==> src/rtl/imem_loader_pkg.sv <==
// Shared types and constants for the boot-time instruction memory loader.
// IMEM_DEPTH mirrors the instruction memory data_size define; keep the two in step.
package imem_loader_pkg;

  localparam int unsigned BYTE_W     = 8;
  localparam int unsigned WORD_W     = 16;
  localparam int unsigned IMEM_DEPTH = 65536;

  typedef enum logic [3:0] {
    ST_IDLE    = 4'd0,
    ST_LEN_HI  = 4'd1,
    ST_LEN_LO  = 4'd2,
    ST_DATA_HI = 4'd3,
    ST_DATA_LO = 4'd4,
    ST_WRITE   = 4'd5,
    ST_CSUM_HI = 4'd6,
    ST_CSUM_LO = 4'd7,
    ST_DONE    = 4'd8,
    ST_ERROR   = 4'd9
  } state_t;

  // One past the last word an image of n words would touch, at 17 bits so it cannot wrap.
  function automatic logic [WORD_W:0] range_end(input logic [WORD_W-1:0] base,
                                                input logic [WORD_W-1:0] n);
    return {1'b0, base} + {1'b0, n};
  endfunction

endpackage

==> src/rtl/imem_loader_if.sv <==
// Byte-stream input and instruction memory write port of the program loader.
// master: the loader side; slave: byte source / instruction memory side.
interface imem_loader_if;
  import imem_loader_pkg::*;

  logic [BYTE_W-1:0] rx_data;
  logic              rx_valid;
  logic              rx_ready;
  logic [WORD_W-1:0] load_address;
  logic [WORD_W-1:0] instruction_in;
  logic              instruction_write;

  modport master (
    input  rx_data, rx_valid,
    output rx_ready, load_address, instruction_in, instruction_write
  );

  modport slave (
    output rx_data, rx_valid,
    input  rx_ready, load_address, instruction_in, instruction_write
  );

endinterface

==> src/rtl/imem_loader_timeout.sv <==
// Idle watchdog for the loader: counts clocks while enabled, restarts on clear,
// and saturates at TIMEOUT_CYC where expired is raised.
module imem_loader_timeout #(
  parameter int unsigned TIMEOUT_CYC = 1000000
) (
  input  logic clk,
  input  logic rst_n,
  input  logic clear,
  input  logic enable,
  output logic expired
);

  localparam int unsigned CNT_W = (TIMEOUT_CYC < 1) ? 1 : $clog2(TIMEOUT_CYC + 1);
  localparam logic [CNT_W-1:0] LIMIT = CNT_W'(TIMEOUT_CYC);

  logic [CNT_W-1:0] count;

  // Idle clock counter; held at zero whenever the loader is not mid-load.
  always_ff @(posedge clk) begin
    if (!rst_n) begin
      count <= '0;
    end else if (clear || !enable) begin
      count <= '0;
    end else if (count != LIMIT) begin
      count <= count + 1'b1;
    end
  end

  assign expired = enable && (count == LIMIT);

endmodule

==> src/rtl/imem_loader.sv <==
// Boot-time program loader: assembles big-endian 16-bit words from a byte
// stream and writes them into instruction memory, holding the CPU meanwhile.
// Optional feature: define IMEM_LOADER_CHECKSUM_EN to require a 16-bit
// modular-sum trailer after the data words.
module imem_loader
  import imem_loader_pkg::*;
#(
  parameter logic [15:0] BASE_ADDR   = 16'h0000,
  parameter int unsigned DEPTH       = IMEM_DEPTH,
  parameter int unsigned TIMEOUT_CYC = 1000000
) (
  input  logic                clk,
  input  logic                rst_n,
  input  logic                start,
  imem_loader_if.master       bus,
  output logic                cpu_hold,
  output logic                busy,
  output logic                done,
  output logic                error,
  output logic [WORD_W-1:0]   words_loaded
);

  localparam logic [WORD_W:0] DEPTH_LIM = (WORD_W+1)'(DEPTH);

  state_t            state;
  logic [WORD_W-1:0] len;
  logic [BYTE_W-1:0] hi_byte;
  logic              accept;
  logic              timed_out;
`ifdef IMEM_LOADER_CHECKSUM_EN
  logic [WORD_W-1:0] csum;
`endif

  assign accept = bus.rx_valid && bus.rx_ready;

  imem_loader_timeout #(
    .TIMEOUT_CYC (TIMEOUT_CYC)
  ) u_timeout (
    .clk     (clk),
    .rst_n   (rst_n),
    .clear   (accept),
    .enable  (busy),
    .expired (timed_out)
  );

  // Load sequencer; every output is registered and set on the transition into its state.
  always_ff @(posedge clk) begin
    if (!rst_n) begin
      state                 <= ST_IDLE;
      bus.rx_ready          <= 1'b0;
      bus.load_address      <= '0;
      bus.instruction_in    <= '0;
      bus.instruction_write <= 1'b0;
      cpu_hold              <= 1'b1;
      busy                  <= 1'b0;
      done                  <= 1'b0;
      error                 <= 1'b0;
      words_loaded          <= '0;
      len                   <= '0;
      hi_byte               <= '0;
`ifdef IMEM_LOADER_CHECKSUM_EN
      csum                  <= '0;
`endif
    end else begin
      bus.instruction_write <= 1'b0;
      if (timed_out) begin
        state        <= ST_ERROR;
        bus.rx_ready <= 1'b0;
        busy         <= 1'b0;
        error        <= 1'b1;
      end else begin
        case (state)
          ST_IDLE, ST_DONE, ST_ERROR: begin
            if (start) begin
              state        <= ST_LEN_HI;
              bus.rx_ready <= 1'b1;
              busy         <= 1'b1;
              cpu_hold     <= 1'b1;
              done         <= 1'b0;
              error        <= 1'b0;
              words_loaded <= '0;
`ifdef IMEM_LOADER_CHECKSUM_EN
              csum         <= '0;
`endif
            end
          end
          ST_LEN_HI: begin
            if (accept) begin
              len[15:8] <= bus.rx_data;
              state     <= ST_LEN_LO;
            end
          end
          ST_LEN_LO: begin
            if (accept) begin
              len <= {len[15:8], bus.rx_data};
              if (range_end(BASE_ADDR, {len[15:8], bus.rx_data}) > DEPTH_LIM) begin
                state        <= ST_ERROR;
                bus.rx_ready <= 1'b0;
                busy         <= 1'b0;
                error        <= 1'b1;
              end else if ({len[15:8], bus.rx_data} == '0) begin
`ifdef IMEM_LOADER_CHECKSUM_EN
                state        <= ST_CSUM_HI;
`else
                state        <= ST_DONE;
                bus.rx_ready <= 1'b0;
                busy         <= 1'b0;
                done         <= 1'b1;
                cpu_hold     <= 1'b0;
`endif
              end else begin
                state <= ST_DATA_HI;
              end
            end
          end
          ST_DATA_HI: begin
            if (accept) begin
              hi_byte <= bus.rx_data;
              state   <= ST_DATA_LO;
            end
          end
          ST_DATA_LO: begin
            // Write strobe, address and data are launched together so they
            // are all stable for the single WRITE cycle.
            if (accept) begin
              state                 <= ST_WRITE;
              bus.rx_ready          <= 1'b0;
              bus.instruction_write <= 1'b1;
              bus.load_address      <= BASE_ADDR + words_loaded;
              bus.instruction_in    <= {hi_byte, bus.rx_data};
            end
          end
          ST_WRITE: begin
            words_loaded <= words_loaded + 16'd1;
`ifdef IMEM_LOADER_CHECKSUM_EN
            csum         <= csum + bus.instruction_in;
`endif
            if (words_loaded + 16'd1 != len) begin
              state        <= ST_DATA_HI;
              bus.rx_ready <= 1'b1;
            end else begin
`ifdef IMEM_LOADER_CHECKSUM_EN
              state        <= ST_CSUM_HI;
              bus.rx_ready <= 1'b1;
`else
              state        <= ST_DONE;
              busy         <= 1'b0;
              done         <= 1'b1;
              cpu_hold     <= 1'b0;
`endif
            end
          end
`ifdef IMEM_LOADER_CHECKSUM_EN
          ST_CSUM_HI: begin
            if (accept) begin
              hi_byte <= bus.rx_data;
              state   <= ST_CSUM_LO;
            end
          end
          ST_CSUM_LO: begin
            if (accept) begin
              bus.rx_ready <= 1'b0;
              busy         <= 1'b0;
              if ({hi_byte, bus.rx_data} == csum) begin
                state    <= ST_DONE;
                done     <= 1'b1;
                cpu_hold <= 1'b0;
              end else begin
                state    <= ST_ERROR;
                error    <= 1'b1;
              end
            end
          end
`endif
          default: begin
            state        <= ST_IDLE;
            bus.rx_ready <= 1'b0;
            busy         <= 1'b0;
          end
        endcase
      end
    end
  end

endmodule

==> src/flat_wrapper.sv <==
// flat-port wrapper written by rule: the top's interface ports become plain ports
module imem_loader_flat import imem_loader_pkg::*;
#(
  parameter logic [15:0] BASE_ADDR   = 16'h0000,
  parameter int unsigned DEPTH       = IMEM_DEPTH,
  parameter int unsigned TIMEOUT_CYC = 1000000
)
  (clk, rst_n, start, cpu_hold, busy, done, error, words_loaded, bus_rx_data, bus_rx_valid, bus_rx_ready, bus_load_address, bus_instruction_in, bus_instruction_write);
  imem_loader_if bus_i ();
  input  logic clk;
  input  logic rst_n;
  input  logic start;
  output logic cpu_hold;
  output logic busy;
  output logic done;
  output logic error;
  output logic [WORD_W-1:0] words_loaded;
  input wire logic [$bits(bus_i.rx_data)-1:0] bus_rx_data;
  input wire logic [$bits(bus_i.rx_valid)-1:0] bus_rx_valid;
  output wire logic [$bits(bus_i.rx_ready)-1:0] bus_rx_ready;
  output wire logic [$bits(bus_i.load_address)-1:0] bus_load_address;
  output wire logic [$bits(bus_i.instruction_in)-1:0] bus_instruction_in;
  output wire logic [$bits(bus_i.instruction_write)-1:0] bus_instruction_write;
  assign bus_i.rx_data = bus_rx_data;
  assign bus_i.rx_valid = bus_rx_valid;
  assign bus_rx_ready = bus_i.rx_ready;
  assign bus_load_address = bus_i.load_address;
  assign bus_instruction_in = bus_i.instruction_in;
  assign bus_instruction_write = bus_i.instruction_write;
  imem_loader #(.BASE_ADDR(BASE_ADDR), .DEPTH(DEPTH), .TIMEOUT_CYC(TIMEOUT_CYC)) u_core (.clk(clk), .rst_n(rst_n), .start(start), .bus(bus_i), .cpu_hold(cpu_hold), .busy(busy), .done(done), .error(error), .words_loaded(words_loaded));
endmodule
==> config.mk <==
export PLATFORM = sky130hd
export DESIGN_NAME = imem_loader_flat
export DESIGN_NICKNAME = d
export VERILOG_FILES = /design/src/rtl/imem_loader_pkg.sv /design/src/rtl/imem_loader_if.sv /design/src/rtl/imem_loader_timeout.sv /design/src/rtl/imem_loader.sv /design/src/flat_wrapper.sv
export SDC_FILE = /design/constraint.sdc
export NUM_CORES = 1
export LEC_CHECK = 0
export ABC_AREA = 1
export CAP_MARGIN = 20
export CELL_PAD_IN_SITES_DETAIL_PLACEMENT = 0
export CELL_PAD_IN_SITES_GLOBAL_PLACEMENT = 1
export CORE_ASPECT_RATIO = 0.9
export CORE_UTILIZATION = 40
export CTS_BUF_LIST = sky130_fd_sc_hd__clkbuf_2
export DETAILED_ROUTE_END_ITERATION = 10
export GPL_TIMING_DRIVEN = 0
export PLACE_DENSITY = 0.92
export SYNTH_ARGS = -nofsm -noshare
export SYNTH_HDL_FRONTEND = slang
export SYNTH_SLANG_ARGS = --single-unit
==> constraint.sdc <==
create_clock -name clk -period 2.9 [get_ports clk]
set_clock_uncertainty 0.1 [all_clocks]
set_input_delay 0.58 -clock clk [delete_from_list [all_inputs] [get_ports clk]]
set_output_delay 0.58 -clock clk [all_outputs]
set_load 0.005 [all_outputs]
==> results by group, run 1 <==
Timing
  – Final TNS setup: 0 ns
  – Max transition margin: just over 50%
  – Tcrit/Tclk final: ~87%
  – Final Max Slew Viols: 0
  – RSZ-0062 raised after global routing: no
  – Final worst slack: 0.390 ns
  – # setup viols final: 0
  – Min cycle time layout: 2.51 ns
  – Slew @ Worst Pin: just over 0.7 ns
  – FMAX: 398 MHz
  – Hold Violations, Final: 0

Synthesis
  – Synth Area in Simple Gates: 35.0%
  – Syn Nets: 754
  – Synthesis Warnings: 0
  – Syn_area_per_cell: 6.80 sq um
  – Post-Synth XOR/XNOR Area: under 10%
  – Register area share after synthesis: around 41%
  – Ranking of synthesized cells by area: dfxtp_1 41%, nand2_1 14%, a21oi_1 9.8%
  – Largest area contributor in the netlist: dfxtp_1
  – Compound-Gate Fraction of Synth Area: between 10% and 20%
  – Top-count cell post-synth: nand2_1
  – Mapped Cells: 739
  – Yosys reg bits: about 100
  – Top cells by instance count after synthesis: 190 x nand2_1, 102 x dfxtp_1, 98 x a21oi_1
  – Post-Synth Adder-Cell Area: less than 1%
  – Async set-reset flop share out of synthesis: 0%
  – Most used DFF post-synth: dfxtp_1
  – Synth cell types: 36
  – Yosys top cell area share: 40.7%
  – Mux cell area share after synthesis: 0%
  – Number of synthesized flops with an enable pin: 0
  – Synthesized area: 5020 sq um
  – Main combinational cell family by area after synthesis: simple AND/OR/NAND/NOR gates

Place
  – DP HPWL: 10900 um
  – Port bufs: 65
  – RD Place Congestion: 0.882
  – Pre-CTS setup slack: 0.326 ns
  – Placed cell count: 964

Outcome
  – Run status: completed

Clock network
  – # hold bufs at CTS: 0
  – CTS sink cnt: approximately 100
  – Worst-path clk slew: 0.31 ns
  – TritonCTS clock tree: yes
  – Post-CTS Setup Inserts: 0
  – CTS Buffer Depth: 2
  – Root Buffer: clkbuf_2
  – Num CTS Buffers: 9
  – Htree depth: 3
  – Clock Latency Late Sink: roughly 0.65 ns

Die
  – IO Count: 66
  – Initial core utilization: 41.4%
  – Core area: 12100 sq um
  – Die height: 108 um
  – Die W: 120 um
  – Die area: roughly 13000 sq um
  – Rows: 38

Critical path
  – CP Launch Type: flip-flop
  – Crit path max fanout: 7
  – R2R setup slack: 0.39 ns
  – Critical path data arrival time: between 2 and 3 ns
  – Crit Path Category: flip-flop to flip-flop
  – Worst Path Required: around 3.4 ns
  – R2r worst-path depth: 14
  – Crit. End Element: flip-flop

GRT
  – Global-route wire length before repair: roughly 23000 um
  – GRT Residual Overflow: 0
  – Vias in the first global route: 4685
  – Total GRT Usage: approximately 23%
  – Largest net degree at the start of global routing: 19
  – Initial antenna violation count: 0

Power
  – Total power: 3.19 mW
  – Peak supply drop: 0.454 mV
  – Pwr Density: roughly 530 nW/um^2
  – Pleak: 2.09 nW

Routing
  – Routed Antenna Nets: 0
  – Routed len/inst: ~15 um
  – Drt pass-1 iters: 5
  – Vias: 5099
  – Residual DRC: 0
  – Routed wire length: 14300 um
  – 1st-iter DRT viols: about 360
  – Via-per-instance ratio: 5.20

Finish
  – Nets: 830
  – Cell Count, Final, Fillers Out: 980
  – N_diodes: 0
  – Share of cells above drive strength 1: 6.95%
  – Layout area overhead: 19.5%

Min path
  – Hold Crit Class: flip-flop to flip-flop
  – Hold Path Depth: 2

Flow run
  – Number of max-cap violations: 0
==> flip-flops by register name, summed over array words and instances (netlist names), 4 cells and up <==
signal	count
u_core.words_loaded	16
u_core.u_timeout.count	20
u_core.bus.load_address	16
u_core.state	4
u_core.bus.instruction_in	16
u_core.hi_byte	8
u_core.len	16
==> routing by layer <==
layer,track usage [%],up-vias,wire (um)
met5,0,-,0
met3,6.07,9,879
li1,-,2612,-
met2,37.0,124,6500
met4,5.00,0,127
met1,30.0,2354,6820
==> worst max-delay path, cell delays in order (launching register included) <==
cell and delay (ns):
dfxtp_1 0.51, ha_1 0.24, nand2_2 0.08, nor2_2 0.31, nand2_1 0.12, nand3_1 0.09, nand2_1 0.07, nor2_1 0.10
nand3_1 0.07, nor2_1 0.15, nand3_1 0.14, nand2_2 0.16, nand3_1 0.12, nand2_1 0.08, o211ai_1 0.07
==> per-stage QoR <==
step / utilization (%) / instance area (sq um) / hold slack [ns]
finish: 49.5 / 6000 / 0.380
global route: 49.5 / 6000 / 0.391
CTS: 49.5 / 6000 / 0.381
detailed placement: 48.4 / 5870 / 0.352
global placement: 48.4 / 5870 / 0.349
floorplan: - / 5020 / 0.341
==> worst paths after layout <==
| path | from | endpoint |
|---|---|---|
| max reg2reg | u_core.words_loaded[1] | u_core.cpu_hold |
| max | u_core.words_loaded[1] | u_core.cpu_hold |
| min reg2reg | u_core.bus.load_address[0] | u_core.bus.load_address[0] |
| min | u_core.bus.load_address[0] | u_core.bus.load_address[0] |
==> area by class of cell <==
cell class,instances,area [sq um]
Fill cell,1262,6120
Multi-Input combinational cell,536,2580
Sequential cell,102,2040
Timing Repair Buffer,65,651
Inverter,76,285
Tap cell,160,200
Buffer,25,113
Clock inverter,6,76.3
Clock buffer,10,50.0
==> power by group <==
| group | internal [mW] | switching [mW] |
|---|---|---|
| Sequential | 1.47 | 0.0601 |
| Clock | 0.222 | 0.527 |
| Combinational | 0.283 | 0.629 |
==> what timing repair did <==
item | in CTS | in global routing
endpoints found under the setup margin | 0 | 2
hold endpoints to repair | 0 | 0
gates resized for setup | 0 | 1
==> layout by cell type, fill, tap and decap left out, types with 10 or more instances in the layout <==
cell | Yosys | routed
a21oi_1 | 98 | 98
clkbuf_1 | 16 | 16
clkbuf_2 | 0 | 10
clkdlybuf4s50_1 | 0 | 65
dfxtp_1 | 102 | 101
inv_1 | 67 | 67
nand2_1 | 190 | 190
nand3_1 | 86 | 86
nand4_1 | 19 | 19
nor2_1 | 44 | 44
nor3_1 | 11 | 11
nor4_1 | 11 | 11
o21ai_0 | 29 | 29
==> logic make-up after synthesis <==
logic type	after synthesis
buffers and inverters	101
AND/OR/NAND/NOR	388
flip-flops	102
XOR/XNOR	6
adder cells (fa/ha/maj)	3
AO/OA/AOI/OAI	139
Power figures use the tool's default switching activity.
==> run 2: changes to the inputs <==
- ABC_AREA: 1 -> not set
- MAX_ROUTING_LAYER: not set -> met4
- PLACE_DENSITY: 0.92 -> 0.87
==> results by group, run 2 <==
Outcome
  – Run status: completed

Synthesis
  – Syn Nets: 590 (-22%)
  – Yosys reg bits: 102 (unchanged)
  – Top cells by instance count after synthesis: 102 x dfxtp_1, 64 x nor2b_1, 58 x mux2i_1
  – Largest area contributor in the netlist: dfxtp_1
  – Async set-reset flop share out of synthesis: 0% (unchanged)
  – Syn_area_per_cell: 8.90 sq um (+31%)
  – Top-count cell post-synth: dfxtp_1
  – Number of synthesized flops with an enable pin: 0 (unchanged)
  – Synthesized area: 5110 sq um (+1.8%)
  – Most used DFF post-synth: dfxtp_1
  – Ranking of synthesized cells by area: dfxtp_1 40%, mux2i_1 11%, nor2b_1 7.8%
  – Synthesis Warnings: 0 (unchanged)
  – Mapped Cells: 575 (-22%)
  – Register area share after synthesis: 39.9% (-0.74 points)
  – Synth cell types: 63 (+75%)
  – Yosys top cell area share: 39.9% (-0.74 points)

Power
  – Pleak: 2.00 nW (-4.2%)
  – Pwr Density: 453 nW/um^2 (-15%)
  – Peak supply drop: 0.277 mV (-39%)

Finish
  – Largest register FFs: 20 (unchanged)
  – Most common cell after layout, fill and taps aside: dfxtp_1
  – Share of cells above drive strength 1: 10.3% (+3.3 points)
  – Largest reg by FF count: u_core.u_timeout.count
  – Fin util: 51.1% (+1.6 points)
  – Nets: 671 (-19%)
  – Layout area overhead: 22.6%
  – Most frequent cells in the layout: 94 x dfxtp_1, 65 x clkdlybuf4s50_1, 64 x nor2b_1, 58 x mux2i_1, 48 x nor2_1

Routing
  – 1st-iter DRT viols: 333 (-7.2%)
  – Routed Antenna Nets: 0 (unchanged)
  – Routed len/inst: 15.9 um (+8.6%)
  – Vias: 4358 (-15%)
  – Drt pass-1 iters: 6 (+1)
  – Residual DRC: 0 (unchanged)
  – Via-per-instance ratio: 5.30 (+1.9%)
  – Routed wire length: 13100 um (-8.9%)

Critical path
  – Worst Path Required: 3.35 ns (about the same)
  – R2R setup slack: 0.08 ns (-0.31 ns)
  – Critical path data arrival time: 3.27 ns (+0.31 ns)
  – Worst R2R Start: u_core.words_loaded[8]
  – Crit. End Element: flip-flop
  – R2r worst-path depth: 9 (-5)
  – Crit Path Category: flip-flop to flip-flop
  – CP Launch Type: flip-flop
  – Crit path max fanout: 9 (+2)
  – Crit path from: u_core.words_loaded[8]
  – Critical R2R Capture: u_core.done

GRT
  – GRT Residual Overflow: 0 (unchanged)
  – Initial antenna violation count: 1 (+1)
  – Total GRT Usage: 21.2% (-1.5 points)
  – Largest net degree at the start of global routing: 19 (unchanged)
  – Global-route wire length before repair: 21000 um (-8.7%)
  – Vias in the first global route: 4045 (-14%)

Timing
  – Slew @ Worst Pin: 0.856 ns (+0.135 ns)
  – Final worst slack: 0.0840 ns (-0.306 ns)
  – Hold WS: 0.403 ns (+0.0235 ns)
  – Max transition margin: 42.6% (-9.3 points)
  – Min cycle time layout: 2.82 ns (+0.306 ns)
  – Hold Violations, Final: 0 (unchanged)
  – FMAX: 355 MHz (-11%)
  – # setup viols final: 0 (unchanged)
  – Final Max Slew Viols: 0 (unchanged)
  – Tcrit/Tclk final: 97.1% (+11 points)
  – RSZ-0062 raised after global routing: no

Flow run
  – Number of max-cap violations: 0 (unchanged)

Min path
  – Hold Path Depth: 2 (unchanged)
  – Sink of the worst hold path: u_core.cpu_hold
  – Worst hold start: u_core.cpu_hold
  – Hold Crit Class: flip-flop to flip-flop

Clock network
  – Htree depth: 3 (unchanged)
  – CTS Buffer Depth: 2 (unchanged)
  – Num CTS Buffers: 9 (unchanged)
  – Worst-path clk slew: 0.25 ns (-0.06 ns)
  – # hold bufs at CTS: 0 (unchanged)
  – Clock Latency Late Sink: 0.64 ns (about the same)
  – CTS sink cnt: 102 (unchanged)
  – Root Buffer: clkbuf_2
  – TritonCTS clock tree: yes

Die
  – Die height: 109 um (+0.90%)
  – Die W: 121 um (+0.90%)
  – Initial core utilization: 41.7% (+0.27 points)
  – Die area: 13200 sq um (+1.8%)
  – Core area: 12300 sq um (+1.2%)
  – IO Count: 66 (unchanged)
  – Rows: 38 (unchanged)

Place
  – Port bufs: 65 (unchanged)
  – Pre-CTS setup slack: -0.395 ns (-0.722 ns)
  – RD Place Congestion: 0.896 (+1.6%)
  – DP HPWL: 9490 um (-13%)
==> run 2: timing repair <==
action | CTS | global route
gates cloned | 0 | 0
pin swaps | 0 | 1
resized for setup | 12 | 29
endpoints found under the setup margin | 27 | 28
setup buffers | 1 | 4
==> run 2: final cells by class <==
class,instances,area [sq um]
Antenna cell,1,2.50
Sequential cell,102,2060
Clock buffer,10,50.0
Timing Repair Buffer,71,696
Fill cell,1162,6000
Buffer,32,160
Multi-Input combinational cell,433,3000
Inverter,7,26.3
Tap cell,160,200
Clock inverter,6,76.3
==> run 2: worst max-delay path: stages, from the launching register on <==
cell and delay, ns:
dfxtp_1 0.40, clkbuf_4 0.20, nand4_1 0.14, or4_4 0.43, buf_4 0.17, or2_0 0.22, a22o_1 0.22, or4_4 0.48
or2_1 0.25, a211oi_2 0.16
==> run 2: kinds of logic (layout without fill, tap and decap cells) <==
group                    count (synthesis)  count (layout)  synth area share (%)
adder cells (fa/ha/maj)                  3               3                 0.734
other                                    0               1                     0
AND/OR/NAND/NOR                        245             245                  27.1
multiplexers                            60              60                  11.8
XOR/XNOR                                35              35                  5.99
AO/OA/AOI/OAI                           90              90                  11.3
buffers and inverters                   40             126                  3.18
flip-flops                             102             102                  39.9
==> run 2: worst max path at each step <==
stage	to	slack, ns
floorplan	u_core.done	0.20
global placement	u_core.state[3]	-0.34
detailed placement	u_core.state[3]	-0.40
CTS	u_core.done	0.002
global route	u_core.done	0.006
finish	u_core.done	0.08
==> run 2: where the power goes <==
part	switching, mW	internal (mW)
Combinational	0.348	0.251
Sequential	0.0597	1.45
Clock	0.508	0.220
Total	0.916	1.93
==> run 2: through the flow <==
stage               setup TNS [ns]  total power [mW]  instances  instance area, sq um
floorplan                        0              1.92        575                  5110
global placement             -6.37              2.12        800                  5970
detailed placement           -8.41              2.12        801                  5970
CTS                              0              2.86        817                  6140
global route                     0              3.00        822                  6270
finish                           0              2.84        822                  6270
==> run 2: per-layer routing <==
layer | track usage (%) | up-vias | wire length [um]
met1 | 28.0 | 2035 | 6380
met4 | 5.47 | 0 | 142
met2 | 32.2 | 127 | 5850
met3 | 5.60 | 8 | 682
met5 | - | - | 0
li1 | - | 2188 | -
==> run 3: changes to the inputs <==
- CORE_UTILIZATION: 40 -> 35
- HOLD_SLACK_MARGIN: not set -> 0.02
- PLACE_DENSITY: 0.87 -> 0.79
==> results by group, run 3 (synthesis gave the netlist of run 2 again) <==
Timing
  – Min cycle time layout: 2.80 ns (-0.0118 ns)
  – # setup viols final: 0 (unchanged)
  – FMAX: 357 MHz (+0.42%)
  – Max transition margin: 36.7% (-5.9 points)
  – Hold Violations, Final: 0 (unchanged)
  – Final Max Slew Viols: 0 (unchanged)
  – Hold WS: 0.403 ns (+0.000196 ns)
  – Final TNS setup: 0 ns (unchanged)
  – Tcrit/Tclk final: 96.7% (-0.41 points)
  – Final worst slack: 0.0959 ns (+0.0118 ns)
  – Slew @ Worst Pin: 0.940 ns (+0.0839 ns)
  – RSZ-0062 raised after global routing: no

Routing
  – Vias: 4383 (+0.57%)
  – Routed Antenna Nets: 0 (unchanged)
  – Residual DRC: 0 (unchanged)
  – Routed len/inst: 15.9 um (+0.17%)
  – Routed wire length: 13700 um (+4.7%)
  – Drt pass-1 iters: 5 (-1)
  – Via-per-instance ratio: 5.10 (-3.8%)
  – 1st-iter DRT viols: 195 (-41%)

Critical path
  – Crit. End Element: flip-flop
  – Crit Path Category: flip-flop to flip-flop
  – CP Launch Type: flip-flop
  – CP top delay family: simple AND/OR/NAND/NOR gates
  – Crit path max fanout: 5 (-4)
  – Critical path data arrival time: 3.30 ns (+0.03 ns)
  – Critical-path top delay cell: or4_4
  – WP buf/inv: 3 (+1)
  – Cell Chain, Critical Path: buf_6 -> nand4_1 -> or4_4 -> clkbuf_8 -> buf_4 -> or3_2 -> o31ai_2 -> o2111ai_4 -> or2_1 -> a211oi_2
  – CP max stage delay: 0.53 ns (+0.05 ns)
  – Worst Path Required: 3.39 ns (+0.04 ns)

Die
  – Core area: 14200 sq um (+15%)
  – Die W: 129 um (+6.8%)
  – Die area: 15100 sq um (+14%)
  – Initial core utilization: 36.1% (-5.6 points)
  – IO Count: 66 (unchanged)
  – Die height: 117 um (+6.8%)
  – Rows: 41 (+7.9%)

Finish
  – Cell Count, Final, Fillers Out: 859 (+4.5%)
  – Fillers: 1378 (+19%)
  – Nets: 675 (+0.60%)
  – Most frequent cells in the layout: 91 x dfxtp_1, 65 x clkdlybuf4s50_1, 64 x nor2b_1, 58 x mux2i_1, 48 x nor2_1
  – Fin area: 6370 sq um (+1.7%)
  – Largest reg by FF count: u_core.u_timeout.count
  – Most common cell after layout, fill and taps aside: dfxtp_1
  – Layout area overhead: 24.6%
  – Share of cells above drive strength 1: 11.6% (+1.3 points)
  – Largest register FFs: 20 (unchanged)

Place
  – Pre-CTS setup slack: -0.361 ns (+0.0345 ns)
  – Placed cell count: 833 (+4.0%)
  – Port bufs: 65 (unchanged)
  – DP HPWL: 9770 um (+2.9%)
  – Post-place instance area: 6010 sq um (+0.57%)
  – RD Place Congestion: 0.877 (-2.0%)

Power
  – Peak supply drop: 0.291 mV (+4.9%)
  – Pwr Density: 452 nW/um^2 (-0.32%)
  – Pleak: 2.00 nW (+0.11%)

Clock network
  – Root Buffer: clkbuf_2
  – Clock Latency Late Sink: 0.64 ns (about the same)
  – Worst-path clk slew: 0.30 ns (+0.05 ns)
  – CTS sink cnt: 102 (unchanged)
  – # hold bufs at CTS: 0 (unchanged)
  – CTS Buffer Depth: 2 (unchanged)
  – Htree depth: 3 (unchanged)
  – Num CTS Buffers: 9 (unchanged)
  – TritonCTS clock tree: yes

Min path
  – Hold Crit Class: flip-flop to flip-flop

Flow run
  – Number of max-cap violations: 0 (unchanged)

Outcome
  – Run status: completed

GRT
  – Global-route wire length before repair: 22400 um (+6.8%)
  – GRT Residual Overflow: 0 (unchanged)
  – Initial antenna violation count: 1 (unchanged)
  – Total GRT Usage: 20.0% (-1.3 points)
  – Vias in the first global route: 4223 (+4.4%)
  – Largest net degree at the start of global routing: 20 (+1)
## run 3: cell type report
class	instances	area (sq um)	area share [%]
multi-input combinational	433	3000	47.0
sequential	102	2060	32.4
timing repair buffer	75	726	11.4
tap	193	241	3.79
buffer	32	180	2.83
clock inverter	7	91.3	1.43
clock buffer	9	45.0	0.707
inverter	7	26.3	0.412
antenna	1	2.50	0.0393
## run 3: metal layers
| layer | part of all wire (%) | vias to the layer above | wire, um | global-route usage [%] |
|---|---|---|---|---|
| li1 | - | 2186 | - | - |
| met1 | 49 | 2078 | 6730 | 26.4 |
| met2 | 45 | 106 | 6100 | 30.8 |
| met3 | 4.8 | 13 | 652 | 4.35 |
| met4 | 1.3 | 0 | 180 | 5.43 |
| met5 | 0 | - | 0 | - |
## run 3: final timing paths
path / slack [ns] / startpoint / depth (start not counted) / endpoint
worst max register to register: 0.1 / u_core.words_loaded[7] / 10 / u_core.done
worst min-delay path: 0.40 / u_core.cpu_hold / 2 / u_core.cpu_hold
worst max-delay path: 0.1 / u_core.words_loaded[7] / 10 / u_core.done
worst min register to register: 0.40 / u_core.cpu_hold / 2 / u_core.cpu_hold
## run 3: where the power goes
part	internal (mW)	switching [mW]
Sequential	1.45	0.0598
Combinational	0.255	0.354
Clock	0.220	0.536
## run 3: through the flow
| stage | total power [mW] | util [%] |
|---|---|---|
| finish | 2.88 | 45.0 |
| detailed placement | 2.13 | 42.4 |
| CTS | 2.89 | 44.6 |
| global placement | 2.12 | 42.4 |
| global route | 3.03 | 45.0 |
| floorplan | 1.92 | - |
## run 3: what timing repair did
item	4_1_cts	5_1_grt
pin swaps	5	5
setup endpoints to repair	26	40
endpoints found under the hold margin	0	0
resized for setup	35	14
buffers inserted	9	0
## run 3: worst min-delay path: stages, from the launching register on
cell     delay (ns)
dfxtp_1        0.40
nand2_1        0.05
o21ai_0        0.06
==> RTL edit 1 (config.mk and constraints of run 3) <==
Add a define of `IMEM_LOADER_CHECKSUM_EN`.
--- a/src/rtl/imem_loader.sv
+++ b/src/rtl/imem_loader.sv
@@ -4,2 +4,4 @@
 // modular-sum trailer after the data words.
+`define IMEM_LOADER_CHECKSUM_EN
+
 module imem_loader
Check against the original RTL: not equivalent (a bounded check fails within 4 cycles, from zero or initial values and one cycle with rst_n low).
==> RTL edit 1 against run 3 <==
Sequential cell count rose by 16; maximum frequency rose by 0.54%; total power rose by 5.0%; setup slack improved by 0.015 ns; critical path type unchanged; synthesized area rose by 22%; routed wire length rose by 25%; highest routed layer unchanged; cell area rose by 17%; hold slack got worse by 0.11 ns.
==> RTL edit 1: results (changes against run 3) <==
| Step | Parameter | This run | Change |
| --- | --- | --- | --- |
| status | Outcome | complete, no violations |  |
| routing | Met2 wire len | 7390 µm | +21% |
| routing | Via count normalized by instance count | 5.17 | +1.3% |
| place | Final weighted congestion in routability-driven placement | 0.841 | -4.2% |
| worst setup path | Crit. Startpoint | u_core.words_loaded[1] |  |
| routing | Wire length on met1 | 8680 µm | +29% |
| worst setup path | Slowest library cell on the worst path | sky130_fd_sc_hd__dfxtp_1 |  |
| worst setup path | Maximum fanout count along the critical path | 6 | +1 |
| clocking | Setup fix buffers added after clock tree synthesis | 0 | -9 |
| clocking | TritonCTS buffer count | 17 | +8 |
| logic synthesis | Syn Nets | 757 | +28% |
| global routing | GR Util met3 | 0.0402 | -0.00332 |
| final layout | Number of logic inverters in the finished layout | 12 | +5 |
| final layout | Multi-input gate area in the final layout | 3680 µm² | +23% |
| global routing | Vias in the first global route | 4797 | +14% |
| logic synthesis | Post-synth cell types | 68 | +7.9% |
| routing | Routed met3 length | 788 µm | +21% |
| place | Setup Slack @ Placement | -0.0540 ns | +0.307 ns |
| worst setup path | Source of the worst register-to-register timing path | u_core.words_loaded[1] |  |
| logic synthesis | Fraction of the yosys area taken by sequential cells | 0.378 | -0.0215 |
| final layout | Layout fillers | 1772 | +29% |
| place | Number of port buffers | 64 | -1.5% |
| logic synthesis | Post-synthesis share of cell area spent on xor and xnor gates | 0.0924 | +0.0325 |
| timing | Transition time at the pin with the least slew margin | 0.750 ns | -0.190 ns |
| min path | Hold worst-path end | u_core.csum[14] |  |
| pwr | Leakage dissipation | 3.20 nW | +60% |
| clocking | Clock latency reported for the late side of the worst-skew pair | 0.70 ns | +0.06 ns |
| global routing | Maximum number of pins on one net before global-route repair | 17 | -15% |
| logic synthesis | Leading cell types by count after synthesis | 126 x sky130_fd_sc_hd__nor2_1, 118 x sky130_fd_sc_hd__dfxtp_1, 57 x sky130_fd_sc_hd__mux2i_1, 46 x sky130_fd_sc_hd__a21oi_1, 41 x sky130_fd_sc_hd__xor2_1 |  |
| final layout | Number of nets in the layout | 840 | +24% |
| worst setup path | End of the critical path | u_core.state[2] |  |
| final layout | #MultiIn Comb | 560 | +29% |
RTL edit 1: per-stage QoR:
| step | setup TNS, ns | instance area, µm² | hold slack (ns) | total power [mW] | std cells |
|---|---|---|---|---|---|
| after global placement | -0.151 | 7190 | 0.345 | 2.03 | 1025 |
| after detailed placement | -0.0727 | 7190 | 0.349 | 2.02 | 1025 |
| after global routing | 0 | 7440 | 0.275 | 3.16 | 1057 |
| final | 0 | 7440 | 0.297 | 3.02 | 1057 |
| after CTS | 0 | 7400 | 0.262 | 3.05 | 1056 |
| after floorplan | 0 | 6250 | 0.351 | 1.89 | 726 |
RTL edit 1: power by group through the flow:
stage               Clock, mW  Combinational [mW]  Sequential (mW)
floorplan                   0               0.194             1.70
global placement            0               0.324             1.70
detailed placement          0               0.322             1.70
CTS                      1.06               0.324             1.67
global route             1.13               0.355             1.67
finish                   1.02               0.328             1.67
==> RTL edit 2 (settings of run 3) <==
Without the edit above. Re-encode `state_t` (10 states) as Gray code, 4 bits wide.
--- a/src/rtl/imem_loader_pkg.sv
+++ b/src/rtl/imem_loader_pkg.sv
@@ -9,12 +9,12 @@
   typedef enum logic [3:0] {
-    ST_IDLE    = 4'd0,
-    ST_LEN_HI  = 4'd1,
-    ST_LEN_LO  = 4'd2,
-    ST_DATA_HI = 4'd3,
-    ST_DATA_LO = 4'd4,
-    ST_WRITE   = 4'd5,
-    ST_CSUM_HI = 4'd6,
-    ST_CSUM_LO = 4'd7,
-    ST_DONE    = 4'd8,
-    ST_ERROR   = 4'd9
+    ST_IDLE    = 4'b0000,
+    ST_LEN_HI  = 4'b0001,
+    ST_LEN_LO  = 4'b0011,
+    ST_DATA_HI = 4'b0010,
+    ST_DATA_LO = 4'b0110,
+    ST_WRITE   = 4'b0111,
+    ST_CSUM_HI = 4'b0101,
+    ST_CSUM_LO = 4'b0100,
+    ST_DONE    = 4'b1100,
+    ST_ERROR   = 4'b1101
   } state_t;
Behaviour: same outputs for any inputs over 10 cycles, from zero or initial values and one cycle with rst_n low; not proved beyond that.
==> RTL edit 2 against run 3 <==
Routed wire length increased by 5.2%; synthesized cell count rose by 2.4%; cell area is 2.3% lower; cell count is 0.47% higher; count of clock-buffer cells in the layout is the same; sequential cell count is the same; synthesized area is 1.4% higher; core utilization is 1.4 points lower; first-iteration DRC count is 77% higher; setup slack worse by 0.0042 ns.
Power is not compared: it rests on default switching activity, and its combinational part moved more than twofold at a synthesized area within 25%.
==> RTL edit 2: results (changes against run 3) <==
| Step | Parameter | This run | Change |
| --- | --- | --- | --- |
| clocking | Resized Gates After CTS | 2 | -94% |
| global routing | GR met2 Demand/Resource | 0.290 | -0.0180 |
| timing | Worst hold margin | 0.307 ns | -0.0963 ns |
| final layout | Number of nets in the layout | 680 | +0.74% |
| logic synthesis | Cell types with the largest area share after synthesis | sky130_fd_sc_hd__dfxtp_1 39%, sky130_fd_sc_hd__mux2i_1 12%, sky130_fd_sc_hd__nor2_1 7.0% |  |
| worst setup path | Largest delay contributor family on the critical path | simple AND/OR/NAND/NOR gates |  |
| logic synthesis | Syn Nets | 604 | +2.4% |
| routing | Post-Route WL | 14400 µm | +5.2% |
| place | Total half-perimeter wirelength after legalization and detailed placement | 10600 µm | +8.8% |
| final layout | Layout fillers | 1457 | +5.7% |
| worst setup path | Source of the worst register-to-register timing path | u_core.words_loaded[1] |  |
| min path | Hold worst-path end | u_core.words_loaded[2] |  |
| worst setup path | Slowest Stage Delay on Critical Path | 0.49 ns | -0.04 ns |
| logic synthesis | Post-synth cell types | 69 | +9.5% |
| worst setup path | Depth of the worst register-to-register path | 9 | -1 |
| place | Cell Count Post-Placement | 846 | +1.6% |
| worst setup path | Maximum fanout count along the critical path | 10 | +5 |
| worst setup path | Worst r2r dst | u_core.state[2] |  |
| global routing | Global-route wire length before repair | 23200 µm | +3.5% |
| worst setup path | Data arrival at the endpoint of the critical path | 3.28 ns | -0.02 ns |
| global routing | Met1 Use GR | 0.284 | +0.0207 |
| global routing | GR Util met3 | 0.0395 | -0.00397 |
| status | Outcome | complete, no violations |  |
| logic synthesis | Leading cell types by count after synthesis | 102 x sky130_fd_sc_hd__dfxtp_1, 97 x sky130_fd_sc_hd__nor2_1, 60 x sky130_fd_sc_hd__mux2i_1, 29 x sky130_fd_sc_hd__nand2_1, 26 x sky130_fd_sc_hd__nand3_1 |  |
| logic synthesis | Synth warnings | 0 | unchanged |
| final layout | Fraction of final layout cells with drive strength greater than 1 | 0.0776 | -0.0382 |
| global routing | Vias in the first global route | 4333 | +2.6% |
| place | Final weighted congestion in routability-driven placement | 0.901 | +2.7% |
| final layout | Diode count | 0 | -1 |
| logic synthesis | Post-synthesis area per instance | 8.80 µm² | -1.0% |
| logic synthesis | Fraction of the yosys area taken by sequential cells | 0.394 | -0.00539 |
| final layout | Max FFs per register | 20 | unchanged |
| place | Area after DPL | 6070 µm² | +1.0% |
| timing | Worst slew margin | 0.491 | +0.123 |
| min path | Type of the most critical hold path | input pin to flip-flop |  |
| routing | Via count of the routed design | 4624 | +5.5% |
| clocking | Setup fix buffers added after clock tree synthesis | 0 | -9 |
| global routing | Antenna violations before repair | 0 | -1 |
| global routing | Total track usage | 0.201 | +0.00157 |
| place | Number of port buffers | 64 | -1.5% |
| worst setup path | Slowest library cell on the worst path | sky130_fd_sc_hd__or4_4 |  |
| final layout | Core Util, Final | 0.437 | -0.0135 |
| routing | Detailed-router iteration count before antenna repair | 4 | -1 |
| min path | Hold Startpoint | rst_n |  |
| routing | Iter 0 DRT Violations | 345 | +77% |
| final layout | Post-route non-filler standard cell count | 863 | +0.47% |
RTL edit 2: routing by layer:
layer / part of all wire / vias to the layer above
li1: - / 2244
met5: 0 / -
met1: 0.50 / 2230
met2: 0.44 / 136
met4: 0.010 / 0
met3: 0.052 / 14
RTL edit 2: stage by stage:
step           setup WS [ns]  TNS [ns]
5_1_grt              0.00879         0
3_3_place_gp        -0.00828   -0.0100
2_1_floorplan          0.395         0
3_5_place_dp         -0.0292   -0.0352
6_report              0.0917         0
4_1_cts               0.0639         0
RTL edit 2: how the worst max path moves through the flow:
stage,startpoint,slack [ns],to
after floorplan,u_core.words_loaded[1],0.40,u_core.state[2]
after global placement,u_core.words_loaded[3],-0.008,u_core.busy
after detailed placement,u_core.words_loaded[3],-0.03,u_core.busy
after CTS,u_core.words_loaded[3],0.06,u_core.busy
after global routing,u_core.words_loaded[1],0.009,u_core.state[2]
final,u_core.words_loaded[1],0.09,u_core.state[2]
RTL edit 2: cells by family after synthesis:
logic type	after synthesis	synth area share
flops	102	0.394
buf+inv	53	0.0502
mux	62	0.121
xor+xnor	33	0.0557
fa+ha+maj	3	0.00724
simple gates	246	0.247
compound gates	90	0.125
RTL edit 2: where the power goes:
group / switching [mW] / leakage, nW / total, mW / internal (mW)
Combinational: 0.144 / 1.69 / 0.233 / 0.0894
Sequential: 0.0172 / 0.823 / 1.44 / 1.42
Clock: 0.528 / 0.0663 / 0.665 / 0.137
Total: 0.689 / 2.58 / 2.34 / 1.65
RTL edit 2: layout make-up:
cell class / instances / area share
Clock buffer: 9 / 0.00723
Clock inverter: 7 / 0.0100
Multi-Input combinational cell: 434 / 0.469
Inverter: 15 / 0.00904
Sequential cell: 102 / 0.329
Buffer: 38 / 0.0330
Tap cell: 193 / 0.0388
Timing Repair Buffer: 65 / 0.104
